===== src/rtl/kfpga_config_pkg.sv =====
// Shared types and reset levels for the kfpga configuration loader.
package kfpga_config_pkg;

    typedef enum logic [2:0] {
        IDLE   = 3'd0,
        CLEAR  = 3'd1,
        SHIFT  = 3'd2,
        VERIFY = 3'd3,
        DONE   = 3'd4
    } state_e;

    // Output levels while the loader sits in reset; the chain is held cleared.
    localparam logic NRESET_RST = 1'b0;
    localparam logic BUSY_RST   = 1'b0;
    localparam logic DONE_RST   = 1'b0;
    localparam logic ERROR_RST  = 1'b0;

endpackage


===== src/rtl/config_word_serializer.sv =====
// Word-to-bit serializer: one holding register drained LSB first, with a
// ready that reopens on the last bit so words can stream without bubbles.
module config_word_serializer #(
    parameter int WORD_WIDTH = 8
) (
    input  logic                  clock,
    input  logic                  reset,
    input  logic                  enable,
    input  logic                  stop,
    input  logic                  flush,
    input  logic                  word_valid,
    input  logic [WORD_WIDTH-1:0] word_data,
    output logic                  word_ready,
    output logic                  bit_out,
    output logic                  bit_valid
);

    localparam int IDX_W = (WORD_WIDTH > 1) ? $clog2(WORD_WIDTH) : 1;
    localparam logic [IDX_W-1:0] LAST_IDX = IDX_W'(WORD_WIDTH - 1);
    localparam logic [IDX_W-1:0] IDX_ONE  = IDX_W'(1);

    logic [WORD_WIDTH-1:0] hold_q, hold_d;
    logic [IDX_W-1:0]      idx_q, idx_d;
    logic                  full_q, full_d;
    logic                  shift;
    logic                  last;
    logic                  accept;

    // Handshake, drain and reload of the holding register.
    always_comb begin
        hold_d     = hold_q;
        idx_d      = idx_q;
        full_d     = full_q;
        shift      = enable && full_q;
        last       = (idx_q == LAST_IDX);
        word_ready = enable && !stop && (!full_q || last);
        accept     = word_valid && word_ready;
        bit_out    = hold_q[idx_q];
        bit_valid  = full_q;

        if (flush) begin
            full_d = 1'b0;
            idx_d  = '0;
        end else if (accept) begin
            hold_d = word_data;
            idx_d  = '0;
            full_d = 1'b1;
        end else if (shift) begin
            if (last) begin
                full_d = 1'b0;
                idx_d  = '0;
            end else begin
                idx_d = idx_q + IDX_ONE;
            end
        end
    end

    // Control state: occupancy flag and bit index.
    always_ff @(posedge clock or posedge reset) begin
        if (reset) begin
            full_q <= 1'b0;
            idx_q  <= '0;
        end else begin
            full_q <= full_d;
            idx_q  <= idx_d;
        end
    end

    // Word payload carries no reset; it is only read while full_q is set.
    always_ff @(posedge clock) begin
        hold_q <= hold_d;
    end

endmodule


===== src/rtl/config_loader.sv =====
// Serial configuration loader for the kfpga tile chain: clear, then shift
// exactly CHAIN_LENGTH bits. Define CONFIG_LOADER_READBACK_EN to add the
// readback check (zero return during shift, recirculating parity verify).
module config_loader
    import kfpga_config_pkg::*;
#(
    parameter int CHAIN_LENGTH = 36,
    parameter int WORD_WIDTH   = 8,
    parameter int CLEAR_CYCLES = 4
) (
    input  logic                  clock,
    input  logic                  reset,
    input  logic                  start,
    input  logic                  word_valid,
    output logic                  word_ready,
    input  logic [WORD_WIDTH-1:0] word_data,
    output logic                  config_out,
    output logic                  config_enable,
    output logic                  config_nreset,
    input  logic                  config_return,
    output logic                  busy,
    output logic                  done,
    output logic                  error
);

    localparam int CNT_W = $clog2(CHAIN_LENGTH + 1);
    localparam int CLR_W = (CLEAR_CYCLES > 1) ? $clog2(CLEAR_CYCLES) : 1;
    localparam logic [CNT_W-1:0] LAST_BIT = CNT_W'(CHAIN_LENGTH - 1);
    localparam logic [CNT_W-1:0] CNT_ONE  = CNT_W'(1);
    localparam logic [CLR_W-1:0] LAST_CLR = CLR_W'(CLEAR_CYCLES - 1);
    localparam logic [CLR_W-1:0] CLR_ONE  = CLR_W'(1);

    state_e           state_q, state_d;
    logic [CLR_W-1:0] clr_q, clr_d;
    logic [CNT_W-1:0] cnt_q, cnt_d;
    logic             busy_q, busy_d;
    logic             done_q, done_d;
    logic             nreset_q, nreset_d;

    logic ser_ready;
    logic ser_bit;
    logic ser_valid;
    logic shifting;
    logic final_bit;

`ifdef CONFIG_LOADER_READBACK_EN
    logic error_q, error_d;
    logic parity_q, parity_d;
    logic ret_par_q, ret_par_d;
`else
    logic unused_return;
    assign unused_return = config_return;
`endif

    // A bit leaves the holding register on every SHIFT cycle it is occupied;
    // the one that fills the chain also stops intake and drops leftovers.
    assign shifting  = (state_q == SHIFT) && ser_valid;
    assign final_bit = shifting && (cnt_q == LAST_BIT);

    config_word_serializer #(
        .WORD_WIDTH (WORD_WIDTH)
    ) u_serializer (
        .clock      (clock),
        .reset      (reset),
        .enable     (state_q == SHIFT),
        .stop       (final_bit),
        .flush      (final_bit),
        .word_valid (word_valid),
        .word_data  (word_data),
        .word_ready (ser_ready),
        .bit_out    (ser_bit),
        .bit_valid  (ser_valid)
    );

    // Load sequencing, counters, readback and registered status outputs.
    always_comb begin
        state_d = state_q;
        clr_d   = clr_q;
        cnt_d   = cnt_q;
`ifdef CONFIG_LOADER_READBACK_EN
        error_d   = error_q;
        parity_d  = parity_q;
        ret_par_d = ret_par_q;
`endif
        case (state_q)
            IDLE, DONE: begin
                if (start) begin
                    state_d = CLEAR;
                    clr_d   = '0;
                    cnt_d   = '0;
`ifdef CONFIG_LOADER_READBACK_EN
                    error_d   = 1'b0;
                    parity_d  = 1'b0;
                    ret_par_d = 1'b0;
`endif
                end
            end
            CLEAR: begin
                if (clr_q == LAST_CLR) begin
                    state_d = SHIFT;
                end else begin
                    clr_d = clr_q + CLR_ONE;
                end
            end
            SHIFT: begin
                if (shifting) begin
                    cnt_d = cnt_q + CNT_ONE;
`ifdef CONFIG_LOADER_READBACK_EN
                    parity_d = parity_q ^ ser_bit;
                    // Chain was just cleared, so anything returning must be 0.
                    if (config_return) begin
                        error_d = 1'b1;
                    end
`endif
                    if (final_bit) begin
`ifdef CONFIG_LOADER_READBACK_EN
                        state_d = VERIFY;
                        cnt_d   = '0;
`else
                        state_d = DONE;
`endif
                    end
                end
            end
`ifdef CONFIG_LOADER_READBACK_EN
            VERIFY: begin
                ret_par_d = ret_par_q ^ config_return;
                cnt_d     = cnt_q + CNT_ONE;
                if (cnt_q == LAST_BIT) begin
                    if (ret_par_d != parity_q) begin
                        error_d = 1'b1;
                    end
                    state_d = DONE;
                end
            end
`endif
            default: state_d = IDLE;
        endcase

        busy_d   = (state_d == CLEAR) || (state_d == SHIFT) || (state_d == VERIFY);
        done_d   = (state_d == DONE);
        nreset_d = (state_d != CLEAR);
    end

    // Control registers; reset aborts any load in progress.
    always_ff @(posedge clock or posedge reset) begin
        if (reset) begin
            state_q  <= IDLE;
            clr_q    <= '0;
            cnt_q    <= '0;
            busy_q   <= BUSY_RST;
            done_q   <= DONE_RST;
            nreset_q <= NRESET_RST;
        end else begin
            state_q  <= state_d;
            clr_q    <= clr_d;
            cnt_q    <= cnt_d;
            busy_q   <= busy_d;
            done_q   <= done_d;
            nreset_q <= nreset_d;
        end
    end

`ifdef CONFIG_LOADER_READBACK_EN
    // Readback status and the sent/returned parity accumulators.
    always_ff @(posedge clock or posedge reset) begin
        if (reset) begin
            error_q   <= ERROR_RST;
            parity_q  <= 1'b0;
            ret_par_q <= 1'b0;
        end else begin
            error_q   <= error_d;
            parity_q  <= parity_d;
            ret_par_q <= ret_par_d;
        end
    end
    assign error = error_q;
`else
    assign error = 1'b0;
`endif

    // Chain drive: shift data in SHIFT, recirculate the chain in VERIFY.
    always_comb begin
        config_enable = shifting;
        config_out    = shifting && ser_bit;
`ifdef CONFIG_LOADER_READBACK_EN
        if (state_q == VERIFY) begin
            config_enable = 1'b1;
            config_out    = config_return;
        end
`endif
    end

    assign word_ready    = ser_ready;
    assign busy          = busy_q;
    assign done          = done_q;
    assign config_nreset = nreset_q;

endmodule


===== config.mk =====
export PLATFORM = sky130hd
export DESIGN_NAME = config_loader
export DESIGN_NICKNAME = d
export VERILOG_FILES = /design/src/rtl/kfpga_config_pkg.sv /design/src/rtl/config_word_serializer.sv /design/src/rtl/config_loader.sv
export SDC_FILE = /design/constraint.sdc
export NUM_CORES = 1
export LEC_CHECK = 0
export CAP_MARGIN = 20
export CORE_MARGIN = 2
export CORE_UTILIZATION = 40
export CTS_CLUSTER_SIZE = 30
export DETAILED_ROUTE_END_ITERATION = 16
export SKIP_CTS_REPAIR_TIMING = 1
export SLEW_MARGIN = 20
export SYNTH_ARGS = -nofsm -noshare
export SYNTH_HDL_FRONTEND = slang
export SYNTH_SLANG_ARGS = --single-unit
export TNS_END_PERCENT = 10

===== constraint.sdc =====
create_clock -name clock -period 2.2 [get_ports clock]
set_input_delay 0.22 -clock clock [delete_from_list [all_inputs] [get_ports clock]]
set_output_delay 0.22 -clock clock [all_outputs]
set_load 0.01 [all_outputs]

==> impl_metrics.csv, run 1 <==
group,metric,value,unit
power_and_ir_drop,p_total,1.59,mW
yosys,syn_nets,129,
cts,clockRootBuffer,"clkbuf_4",
global_route,grt_pass1_wl,4000,µm
cts,cts_tree,"yes",
timing,maxSlewHeadroom,52.2,%
cts,h-tree-depth,1,
die,core,0.00310,mm²
yosys,synth_edf_count,8,
yosys,yosysTopAreaCell,"dfrtp_1",
critical_path,crit_path_max_incr_delay,0.54,ns
timing,tightest_slew,0.716,ns
yosys,ys_async_sr_fraction,69.2,%
finish,utilization,52.2,%
placement,pre_cts_ws,0.267,ns
die,rows,20,
timing,period_needed,2.14,ns
yosys,synth_seq_cells,26,
die,die_y,61.7,µm
yosys,syn-cell-area,0.00133,mm²
placement,gp_congestion,0.750,
yosys,yosysMostFrequentCell,"dfrtp_1",
global_route,grt_max_degree,19,
flow_run,drv_cap,0,
routing,num_vias,866,
critical_path,path_class,"register to output pin",
timing,finClkSkew,0.00332,ns
critical_path,critPathCaptureType,"output pin",
timing,post-route-period-util,97.1,%
power_and_ir_drop,p_leak,0.700,nW
global_route,antenna_found_initial,0,
yosys,netlist.area_leader.share,33.9,%
routing,drt-total-wl,2350,µm
global_route,grt_use_total,14.9,%
routing,final_antenna_net_count,0,
finish,area.growth.synth_to_final,21.8,%
power_and_ir_drop,p_per_area,983,mW/mm²
critical_path,crit_path_start_kind,"register",
critical_path,crit_arrival,1.92,ns
critical_path,crit_chain,"buf_4 > nand4bb_4 > inv_2 > clkdlybuf4s50_1",
die,io_pins,20,
routing,wl_per_cell,13.5,µm
cts,path_clk_slew,0.15,ns
routing,vias_per_cell,4.98,
critical_path,r2r-start,"state_q[2]$_DFF_PP0_",
min_path,holdCritPathClass,"primary input to async pin",
yosys,syn_avg_cell_area,11.9,µm²
placement,numPortBuffers,17,
die,initial_core_util,42.9,%
finish,drive_above_1_share,16.2,%
routing,dr.first_iter.drc_count,48,
timing,final_hold_viol_count,0,
yosys,ys_types,39,
yosys,synthTopCellsByCount,"18 x dfrtp_1, 8 x edfxtp_1, 7 x nand2_1",
cts,clock_latency,0.33,ns
routing,drt_first_pass_iters,4,
finish,finalNetCount,148,
placement,hpwl,1690,µm
yosys,yosys_warnings,0,
die,dieArea,0.00380,mm²
yosys,synthCells,112,
cts,cts_buffers,3,
timing,drv_slew,0,
status,status,"finished, final reports clean",
yosys,yosys-top-cells-area,"dfrtp_1 34%, edfxtp_1 18%, ha_1 3.8%",
power_and_ir_drop,ir_drop,0.382,mV
yosys,seq_area_frac_synth,51.9,%
critical_path,cp.required,1.98,ns
timing,rsz0062_at_grt,"true",
cts,cts_sinks,26,
yosys,ys.flop_type,"dfrtp_1",
routing,drcViolationCount,0,
critical_path,crit_slowest_cell,"clkdlybuf4s50_1",
cts,clock_path_buffers,2,
timing,fmax,468,MHz
die,dieWidth,61.7,µm
timing,setup_viol,0,
finish,antenna_cells,0,
global_route,grt_pass1_vias,875,
critical_path,cp_max_fo,13,
critical_path,crit_start,"state_q[0]$_DFF_PP0_",
global_route,grt-ovfl-total,0,
timing,fin_ws,0.0638,ns
-- power by group --
group          total, mW  internal, mW  switching (mW)
combinational      0.577         0.313           0.264
sequential         0.680         0.599          0.0815
clock              0.335         0.184           0.150
total               1.59          1.10           0.496
-- logic make-up after synthesis --
kind of cell	share of synthesized area, %
DFF	51.9
muxes	6.49
and+or+nand+nor	18.7
other	0.282
adders and majority gates	3.76
buffers and inverters	6.87
AOI/OAI and AO/OA	11.9
-- layout make-up --
class / instances / area, µm²
sequential: 26 / 693
timing repair buffer: 22 / 225
clock inverter: 1 / 30.0
fill: 287 / 1480
tap: 44 / 55.1
multi-input combinational: 70 / 564
inverter: 8 / 30.0
clock buffer: 3 / 22.5
-- state kept, by name, summed over array words and instances, names as in the netlist --
signal                  flops
busy                        1
u_serializer.hold_q         8
config_nreset               1
cnt_q                       6
state_q                     3
clr_q                       2
u_serializer.bit_valid      1
u_serializer.idx_q          3
done                        1
-- stage by stage --
stage	cell area (µm²)	hold WS (ns)	std cells	setup TNS (ns)
after floorplan	1330	0.159	112	0
after global placement	1520	0.480	169	0
after detailed placement	1520	0.482	169	0
after CTS	1580	0.311	173	-0.191
after global routing	1620	0.345	174	-0.0364
final	1620	0.282	174	0
-- layout by cell type, fill, tap and decap left out, types with 2 or more instances in the layout --
cell,Yosys,layout
a21o_1,3,3
dlymetal6s2s_1,0,2
edfxtp_1,8,8
clkdlybuf4s50_1,0,15
a211oi_1,2,2
nor3b_2,3,3
inv_2,2,2
buf_4,2,4
nand4bb_4,1,2
o21ai_1,5,5
mux2i_1,3,3
nor3b_1,2,2
nand3_1,3,3
a21oi_1,4,4
inv_1,6,6
o21ai_0,3,3
nand2_1,7,7
dfrtp_1,18,16
nor2_1,5,5
dfrtp_2,0,2
o41ai_1,2,2
or3_1,2,2
or3b_1,3,3
mux4_2,2,2
clkbuf_4,0,3
ha_1,4,4
nand2b_1,3,3
-- critical path: cells and delay by family, from the launching register on --
kind | cells | cell delay [ns]
simple gates | 1 | 0.31
buf+inv | 3 | 0.86
flops | 1 | 0.41
-- routing by layer --
metal  share of wire [%]  track usage (%)  vias to the layer above
met5                   0                0                        -
met1                  48             19.6                      409
li1                    -                -                      442
met2                  47             23.0                       10
met4                 1.9             8.21                        0
met3                 2.4             2.94                        5
-- path summary, 6_finish.rpt --
path	end	slack [ns]	cells after the start
max in group asynchronous	u_serializer.idx_q[1]$_DFFE_PP0P_	1.43	2
min in group clock	u_serializer.hold_q[3]$_DFFE_PP_	0.43	1
worst max register to register	u_serializer.hold_q[1]$_DFFE_PP_	0.37	3
worst min-delay path	clr_q[0]$_DFFE_PP0P_	0.28	2
worst max-delay path	config_enable	0.06	4
worst min register to register	clr_q[1]$_DFFE_PP0P_	0.51	1
No activity file was read; power rests on OpenSTA's default activity.
==> run 2: changes to the inputs <==
DONT_BUFFER_PORTS = 1   (was default)
==> run 2 against run 1 <==
Against the previous run: sequential share of layout area grew 3.6 points; total power is 6.2% lower; maximum frequency up 11%; first-iteration DRC count is 73% lower; final cell count down 5.7%; die area stayed put; worst setup slack improved by 0.22 ns; register-to-register slack worse by 0.09 ns; critical path depth fell by 1; routed wire length increased by 1.9%; sequential cell count did not move; cell area fell by 8.1%; largest power group unchanged; highest routed layer unchanged.
==> impl_metrics.csv, run 2 (same netlist as run 1, synthesis figures left out) <==
group,metric,value,unit
cts,clockRootBuffer,"clkbuf_4",
finish,largest_register_ff_count,8,
finish,reg_top3,"u_serializer.hold_q x8, cnt_q x6",
die,io_pins,20,
placement,numPortBuffers,0,
finish,antenna_cells,0,
cts,h-tree-depth,1,
finish,drive_above_1_share,13.3,%
finish,final_cell_mix,"18 x dfrtp_1, 9 x dlygate4sd3_1, 8 x edfxtp_1",
timing,fmax,522,MHz
die,die_y,61.7,µm
timing,rsz0062_at_grt,"false",
routing,dr.first_iter.drc_count,13,
global_route,antenna_found_initial,0,
timing,finClkSkew,0.00335,ns
timing,tightest_slew,0.704,ns
timing,drv_slew,0,
routing,drt_first_pass_iters,4,
routing,wl_per_cell,14.6,µm
die,core,0.00310,mm²
finish,finalNetCount,138,
die,dieWidth,61.7,µm
min_path,holdCritPathClass,"primary input to register",
die,rows,20,
placement,hpwl,1730,µm
finish,final_common_cell,"dfrtp_1",
global_route,grt_pass1_vias,813,
routing,drcViolationCount,0,
timing,maxSlewHeadroom,53.0,%
power_and_ir_drop,ir_drop,0.494,mV
critical_path,critPathCaptureType,"register",
finish,utilization,48.0,%
die,dieArea,0.00380,mm²
cts,cts_tree,"yes",
cts,clock_path_buffers,2,
timing,setup_tns,0,ns
critical_path,crit_arrival,1.93,ns
die,initial_core_util,42.9,%
finish,top_register,"u_serializer.hold_q",
routing,drt-total-wl,2390,µm
critical_path,cp.required,2.21,ns
power_and_ir_drop,p_leak,0.624,nW
cts,cts_buffers,3,
global_route,grt_use_total,13.7,%
global_route,grt_pass1_wl,3730,µm
placement,place_area,0.00135,mm²
timing,setup_viol,0,
critical_path,crit_path_start_kind,"register",
timing,post-route-period-util,87.1,%
cts,clock_latency,0.32,ns
critical_path,cp_max_fo,10,
critical_path,path_class,"register to register",
timing,period_needed,1.92,ns
global_route,grt-ovfl-total,0,
status,status,"finished, final reports clean",
routing,vias_per_cell,5.28,
global_route,grt_max_degree,19,
routing,num_vias,866,
cts,path_clk_slew,0.14,ns
routing,final_antenna_net_count,0,
power_and_ir_drop,p_per_area,1000,mW/mm²
timing,final_hold_viol_count,0,
placement,gp_congestion,0.813,
cts,cts_sinks,26,
finish,area.growth.synth_to_final,11.9,%
flow_run,drv_cap,0,
finish,stdcell_area,0.00149,mm²
[run 2: changes by cell type in the layout (fill, tap and decap cells not counted), sizes merged]
cell | previous run | this run
dlygate4sd3 | 0 | 9
dlymetal6s2s | 2 | 0
buf | 5 | 3
clkdlybuf4s50 | 15 | 0
[run 2: power by group]
group,total [mW],internal (mW),leakage [nW],switching (mW)
clock network,0.327,0.184,0.0279,0.143
logic,0.468,0.235,0.293,0.234
registers,0.699,0.596,0.303,0.103
[run 2: final timing paths]
kind	startpoint	slack (ns)	endpoint	depth (start not counted)
min in group asynchronous	reset	0.43	clr_q[1]$_DFFE_PP0P_	2
max in group asynchronous	reset	1.33	cnt_q[4]$_DFFE_PP0P_	2
max	state_q[2]$_DFF_PP0_	0.28	u_serializer.hold_q[0]$_DFFE_PP_	3
min	word_valid	0.08	u_serializer.bit_valid$_DFFE_PP0P_	2
max reg2reg	state_q[2]$_DFF_PP0_	0.28	u_serializer.hold_q[0]$_DFFE_PP_	3
min reg2reg	clr_q[1]$_DFFE_PP0P_	0.51	clr_q[1]$_DFFE_PP0P_	1
[run 2: routing by layer]
| layer | global-route usage (%) | part of all wire (%) |
|---|---|---|
| met1 | 18.0 | 43 |
| met2 | 21.7 | 51 |
| met3 | 2.52 | 3.9 |
| met4 | 7.29 | 1.7 |
| met5 | 0 | 0 |
[run 2: final cells by class]
type	count	area, µm²
Fill cell	303	1610
Tap cell	44	55.1
Inverter	8	30.0
Sequential cell	26	691
Clock buffer	3	22.5
Timing Repair Buffer	12	113
Multi-Input combinational cell	70	548
Clock inverter	1	30.0
[run 2: critical path, stage by stage (launching register included)]
cell and delay, ns:
dfrtp_1 0.51, or3b_1 0.52, nor3b_2 0.23, or2_1 0.33
[run 2: stage by stage]
stage	power [mW]	hold slack (ns)	setup slack, ns	instances
global placement	1.15	0.251	0.360	151
detailed placement	1.17	0.262	0.311	151
finish	1.49	0.0783	0.283	164
floorplan	1.08	0.159	0.439	112
CTS	1.50	-0.105	0.268	155
global route	1.59	0.0860	0.153	164
